File: src/rtl/cc_demux18_pkg.sv
// Shared definitions for the cc_demux18 word-to-slot demultiplexer.
// State encodings, slot count and last-slot index used by the top and the bench.
package cc_demux18_pkg;

  typedef enum logic {
    ST_FILL = 1'b0,
    ST_FULL = 1'b1
  } state_t;

  localparam int          SLOT_COUNT = 8;
  localparam logic [2:0]  LAST_SLOT  = 3'd7;

endpackage

File: src/rtl/cc_demux18_slotreg.sv
// One slot of the demux: a DATAWIDTH-bit register with write enable.
// Asynchronous active-low reset clears it to zero.
module cc_demux18_slotreg #(
  parameter int DATAWIDTH = 8
) (
  input  logic                 i_clk,
  input  logic                 i_rst_n,
  input  logic                 i_en,
  input  logic [DATAWIDTH-1:0] i_d,
  output logic [DATAWIDTH-1:0] o_q
);

  logic [DATAWIDTH-1:0] r_q;

  always_ff @(posedge i_clk or negedge i_rst_n) begin
    if (!i_rst_n) begin
      r_q <= '0;
    end else if (i_en) begin
      r_q <= i_d;
    end
  end

  assign o_q = r_q;

endmodule

File: src/rtl/cc_demux18.sv
// Word stream to eight slot registers; presents a full frame until the reader acks it.
// Optional macro CC_DEMUX18_FILLCOUNT_EN adds a registered 4-bit accepted-word counter.
module cc_demux18
  import cc_demux18_pkg::*;
#(
  parameter int DEMUX18_SELECTWIDTH = 3,
  parameter int DEMUX18_DATAWIDTH   = 8
) (
  input  logic                           CC_DEMUX18_CLOCK_50,
  input  logic                           CC_DEMUX18_RESET_InLow,
  input  logic [DEMUX18_DATAWIDTH-1:0]   CC_DEMUX18_data_InBUS,
  input  logic                           CC_DEMUX18_valid_In,
  output logic                           CC_DEMUX18_ready_Out,
  input  logic                           CC_DEMUX18_clear_In,
  input  logic                           CC_DEMUX18_frameAck_In,
  output logic                           CC_DEMUX18_frameValid_Out,
  output logic [DEMUX18_SELECTWIDTH-1:0] CC_DEMUX18_select_OutBUS,
  output logic [DEMUX18_DATAWIDTH-1:0]   CC_DEMUX18_data1_OutBUS,
  output logic [DEMUX18_DATAWIDTH-1:0]   CC_DEMUX18_data2_OutBUS,
  output logic [DEMUX18_DATAWIDTH-1:0]   CC_DEMUX18_data3_OutBUS,
  output logic [DEMUX18_DATAWIDTH-1:0]   CC_DEMUX18_data4_OutBUS,
  output logic [DEMUX18_DATAWIDTH-1:0]   CC_DEMUX18_data5_OutBUS,
  output logic [DEMUX18_DATAWIDTH-1:0]   CC_DEMUX18_data6_OutBUS,
  output logic [DEMUX18_DATAWIDTH-1:0]   CC_DEMUX18_data7_OutBUS,
  output logic [DEMUX18_DATAWIDTH-1:0]   CC_DEMUX18_data8_OutBUS,
`ifdef CC_DEMUX18_FILLCOUNT_EN
  output logic [3:0]                     CC_DEMUX18_fillCount_OutBUS,
`endif
  output logic                           CC_DEMUX18_dbgState_Out
);

  // Handshake: a word transfers on a rising edge where valid=1 and ready=1 and
  // clear=0; ready depends only on the state register, and the producer must
  // hold data stable while valid=1 and ready=0.

  state_t                      r_state;
  state_t                      w_next_state;
  logic   [2:0]                r_ptr;
  logic                        w_ready;
  logic                        w_frame_valid;
  logic                        w_accept;
  logic                        w_ack_full;
  logic [DEMUX18_DATAWIDTH-1:0] w_slot [SLOT_COUNT];

  assign w_accept   = CC_DEMUX18_valid_In && w_ready && !CC_DEMUX18_clear_In;
  assign w_ack_full = (r_state == ST_FULL) && CC_DEMUX18_frameAck_In;

  always_ff @(posedge CC_DEMUX18_CLOCK_50 or negedge CC_DEMUX18_RESET_InLow) begin
    if (!CC_DEMUX18_RESET_InLow) begin
      r_state <= ST_FILL;
    end else begin
      r_state <= w_next_state;
    end
  end

  always_comb begin
    w_next_state = r_state;
    if (CC_DEMUX18_clear_In) begin
      w_next_state = ST_FILL;
    end else if (w_ack_full) begin
      w_next_state = ST_FILL;
    end else if (w_accept && (r_ptr == LAST_SLOT)) begin
      w_next_state = ST_FULL;
    end
  end

  always_comb begin
    w_ready       = 1'b0;
    w_frame_valid = 1'b0;
    case (r_state)
      ST_FILL: w_ready       = 1'b1;
      ST_FULL: w_frame_valid = 1'b1;
      default: w_ready       = 1'b0;
    endcase
  end

  // Pointer wraps to 0 on the eighth accept, so it is already 0 in FULL.
  always_ff @(posedge CC_DEMUX18_CLOCK_50 or negedge CC_DEMUX18_RESET_InLow) begin
    if (!CC_DEMUX18_RESET_InLow) begin
      r_ptr <= 3'd0;
    end else if (CC_DEMUX18_clear_In) begin
      r_ptr <= 3'd0;
    end else if (w_accept) begin
      r_ptr <= r_ptr + 3'd1;
    end
  end

  for (genvar gi = 0; gi < SLOT_COUNT; gi++) begin : g_slot
    cc_demux18_slotreg #(
      .DATAWIDTH (DEMUX18_DATAWIDTH)
    ) u_slot (
      .i_clk   (CC_DEMUX18_CLOCK_50),
      .i_rst_n (CC_DEMUX18_RESET_InLow),
      .i_en    (w_accept && (r_ptr == 3'(gi))),
      .i_d     (CC_DEMUX18_data_InBUS),
      .o_q     (w_slot[gi])
    );
  end

`ifdef CC_DEMUX18_FILLCOUNT_EN
  logic [3:0] r_fill_count;

  always_ff @(posedge CC_DEMUX18_CLOCK_50 or negedge CC_DEMUX18_RESET_InLow) begin
    if (!CC_DEMUX18_RESET_InLow) begin
      r_fill_count <= 4'd0;
    end else if (CC_DEMUX18_clear_In || w_ack_full) begin
      r_fill_count <= 4'd0;
    end else if (w_accept) begin
      r_fill_count <= r_fill_count + 4'd1;
    end
  end

  assign CC_DEMUX18_fillCount_OutBUS = r_fill_count;
`endif

  assign CC_DEMUX18_ready_Out      = w_ready;
  assign CC_DEMUX18_frameValid_Out = w_frame_valid;
  assign CC_DEMUX18_select_OutBUS  = (DEMUX18_SELECTWIDTH)'(r_ptr);
  assign CC_DEMUX18_dbgState_Out   = r_state;
  assign CC_DEMUX18_data1_OutBUS   = w_slot[0];
  assign CC_DEMUX18_data2_OutBUS   = w_slot[1];
  assign CC_DEMUX18_data3_OutBUS   = w_slot[2];
  assign CC_DEMUX18_data4_OutBUS   = w_slot[3];
  assign CC_DEMUX18_data5_OutBUS   = w_slot[4];
  assign CC_DEMUX18_data6_OutBUS   = w_slot[5];
  assign CC_DEMUX18_data7_OutBUS   = w_slot[6];
  assign CC_DEMUX18_data8_OutBUS   = w_slot[7];

endmodule

File: config.mk
export PLATFORM = sky130hd
export DESIGN_NAME = cc_demux18
export DESIGN_NICKNAME = d
export VERILOG_FILES = /design/src/rtl/cc_demux18_pkg.sv /design/src/rtl/cc_demux18_slotreg.sv /design/src/rtl/cc_demux18.sv
export SDC_FILE = /design/constraint.sdc
export NUM_CORES = 1
export LEC_CHECK = 0
export ABC_AREA = 0
export BUFFER_PORTS_ARGS = -buffer_cell sky130_fd_sc_hd__buf_2
export CORE_MARGIN = 2
export CORE_UTILIZATION = 54
export CTS_CLUSTER_SIZE = 30
export DETAILED_ROUTE_END_ITERATION = 7
export PLACE_DENSITY = 0.83
export SYNTH_ARGS = -nofsm -noshare
export SYNTH_HDL_FRONTEND = slang
export SYNTH_SLANG_ARGS = --single-unit
File: constraint.sdc
create_clock -name CC_DEMUX18_CLOCK_50 -period 2.5 [get_ports CC_DEMUX18_CLOCK_50]
set_input_delay 0.25 -clock CC_DEMUX18_CLOCK_50 [delete_from_list [all_inputs] [get_ports CC_DEMUX18_CLOCK_50]]
set_output_delay 0.25 -clock CC_DEMUX18_CLOCK_50 [all_outputs]
set_load 0.01 [all_outputs]
==> impl_metrics.tcl <==
set metrics [dict create \
    via_count 1677 \
    gp_congestion 0.833 \
    wire_per_inst_um 17.4 \
    drc 0 \
    die_w_um 75.1 \
    timing_worst_setup_path_type "reg -> reg" \
    synth_edf_count 0 \
    regArea_sq_um 1700 \
    multi_input_area_sq_um 981 \
    ff2ff_setup_slack_ns 0.78 \
    power.total_mw 3.13 \
    status "completed" \
    yosys-top-cells-count "dfrtp_1, mux2_2, ha_1" \
    coreArea_sq_um 4790 \
    worstPathRequired_ns 2.72 \
    fp.dieH_um 75.1 \
    ys_ff_latch 68 \
    h-tree-depth 3 \
    slew-limit-headroom_pct 73.8 \
    avgSynthCellArea_sq_um 16.5 \
    final-setup-viol-count 0 \
    ir_drop_uv 590 \
    final_nets 276 \
    layout-drive-gt1-share_pct 65.6 \
    max_freq_mhz 581 \
    critical_path.max_fanout 8 \
    reg2reg_from "CC_DEMUX18_select_OutBUS[0]$_DFFE_PN0P_" \
    post-cts-setup-buffers 0 \
    root_buffer "clkbuf_8" \
    ys_seq_area_share_pct 62.3 \
    post_dp_cell_area_sq_um 3210 \
    antenna_found_initial 0 \
    dieArea_sq_um 5650 \
    ys_warn_count 0 \
    grt_pass1_wl_mm 8.92 \
    yosysTopAreaCellShare_pct 62.3 \
    dr.pass1.iters 4 \
    setup_tns_ns 0 \
    n_fill_cell 326 \
    async_reset_ff_share_pct 100 \
    wirelength_mm 5.72 \
    ios 83 \
    yosysUniqueCellTypes 21 \
    dp_hpwl_mm 3.84 \
    grt_pass1_vias 1706 \
    syn_nets 185 \
    holdPathStages 3 \
    synth_largest_area_cell "dfrtp_1" \
    rows 25 \
    hold_violations 0 \
    final_antenna_net_count 0 \
    end_kind "flip-flop" \
    hold_class "in -> reg" \
    antennaDiodeCount 0 \
    startpoint_type "flip-flop" \
    tightest_slew_ns 0.394 \
    port_buffers 82 \
    start_util_pct 57.1 \
    cts_inserted_buffers 9 \
    crit_arrival_ns 1.94 \
    syn_area_sq_um 2730 \
    cts_sinks 68 \
    leakagePower_nw 1.81 \
    hold_path.startpoint "CC_DEMUX18_frameAck_In" \
    path_clk_slew_ns 0.06 \
    clkLatencyLatePin_ns 0.34 \
    via_per_inst 5.10 \
    postCtsHoldBufs 1 \
    drv_slew 0 \
    grt_overflow_total 0 \
    synth.area.top_cells "dfrtp_1, mux2_2, ha_1" \
    area_growth_pct 25.3 \
    synth.most_common_cell "dfrtp_1" \
    reg2regPathDepth 5 \
    grt_max_degree 69 \
    min_period_over_period_pct 68.8 \
    final_cell_area_sq_um 3420 \
    r2r_end "g_slot[0].u_slot.o_q[1]$_DFFE_PN0P_" \
    cts_resized 0 \
    rsz0062_at_grt "false" \
    dr.first_iter.drc_count 102 \
    fin_skew_ns 0.00832 \
    min_period_ns 1.72 \
    track_usage_pct 22.7 \
    synthCells 166 \
    cts_buffer_depth 2 \
    drv_cap 0 \
    cts_tree "built" \
    whs_endpoint "CC_DEMUX18_dbgState_Out$_DFFE_PN0P_" \
    powerDensity_nw_per_um2 914 \
    synth_ff_type "dfrtp_1" \
]
==> kinds of logic after synthesis <==
group / synth area share, %
DFF: 62.3
muxes: 26.7
and+or+nand+nor: 5.63
buffers and inverters: 1.83
adders and majority gates: 2.75
AOI/OAI and AO/OA: 0.458
xor gates and xnor gates: 0.321
==> final cells by class <==
class	instances	share of cell area, %
Sequential cell	68	49.7
Clock inverter	4	1.39
Tap cell	67	2.45
Clock buffer	12	4.53
Timing Repair Buffer	84	12.9
Inverter	4	0.438
Multi-Input combinational cell	90	28.6
==> worst max path at each step <==
stage / endpoint / from / slack (ns)
6_report: g_slot[0].u_slot.o_q[1]$_DFFE_PN0P_ / CC_DEMUX18_select_OutBUS[0]$_DFFE_PN0P_ / 0.78
4_1_cts: g_slot[0].u_slot.o_q[1]$_DFFE_PN0P_ / CC_DEMUX18_select_OutBUS[0]$_DFFE_PN0P_ / 0.76
3_3_place_gp: g_slot[0].u_slot.o_q[3]$_DFFE_PN0P_ / CC_DEMUX18_select_OutBUS[0]$_DFFE_PN0P_ / 0.85
5_1_grt: g_slot[0].u_slot.o_q[1]$_DFFE_PN0P_ / CC_DEMUX18_select_OutBUS[0]$_DFFE_PN0P_ / 0.67
2_1_floorplan: g_slot[0].u_slot.o_q[0]$_DFFE_PN0P_ / CC_DEMUX18_select_OutBUS[0]$_DFFE_PN0P_ / 0.80
3_5_place_dp: g_slot[0].u_slot.o_q[4]$_DFFE_PN0P_ / CC_DEMUX18_select_OutBUS[0]$_DFFE_PN0P_ / 0.77
==> layout by cell type, fill, tap and decap left out, drive strengths merged, types with 2 or more instances in the layout <==
master and instances:
and2 2, inv 4, ha 6, nand2 4, dfrtp 68, clkinv 2
nor2 3, buf 83, clkbuf 12, mux2 64, nand3 2
==> report_power, final <==
part,internal [mW],switching [mW]
sequential,1.35,0.130
clock,0.512,0.401
combinational,0.378,0.357
total,2.24,0.888
==> critical path: stages (launching register included) <==
cell and delay (ns):
dfrtp_1 0.43, inv_1 0.11, ha_1 0.15, nor4bb_4 0.31, and2_4 0.26, mux2_2 0.34
==> sequential cells by signal (all words and copies together) (netlist names) <==
signal and count:
CC_DEMUX18_select_OutBUS 3, g_slot.u_slot.o_q 64, CC_DEMUX18_dbgState_Out 1
==> routing by layer <==
layer	part of all wire, %	vias up	global-route usage (%)
met5	0	-	0
met4	2.0	0	10.3
met3	5.6	11	7.50
met2	49	50	34.6
met1	44	847	29.7
li1	-	769	-
==> per-stage QoR <==
step | std cells | setup WS [ns] | hold slack, ns | util [%]
3_5_place_dp | 312 | 0.772 | 0.295 | 67.1
2_1_floorplan | 166 | 0.797 | -0.0456 | -
3_3_place_gp | 312 | 0.845 | 0.295 | 67.1
4_1_cts | 329 | 0.761 | 0.161 | 71.6
5_1_grt | 329 | 0.666 | 0.204 | 71.6
6_report | 329 | 0.779 | 0.169 | 71.6
(Power assumes the default switching activity.)
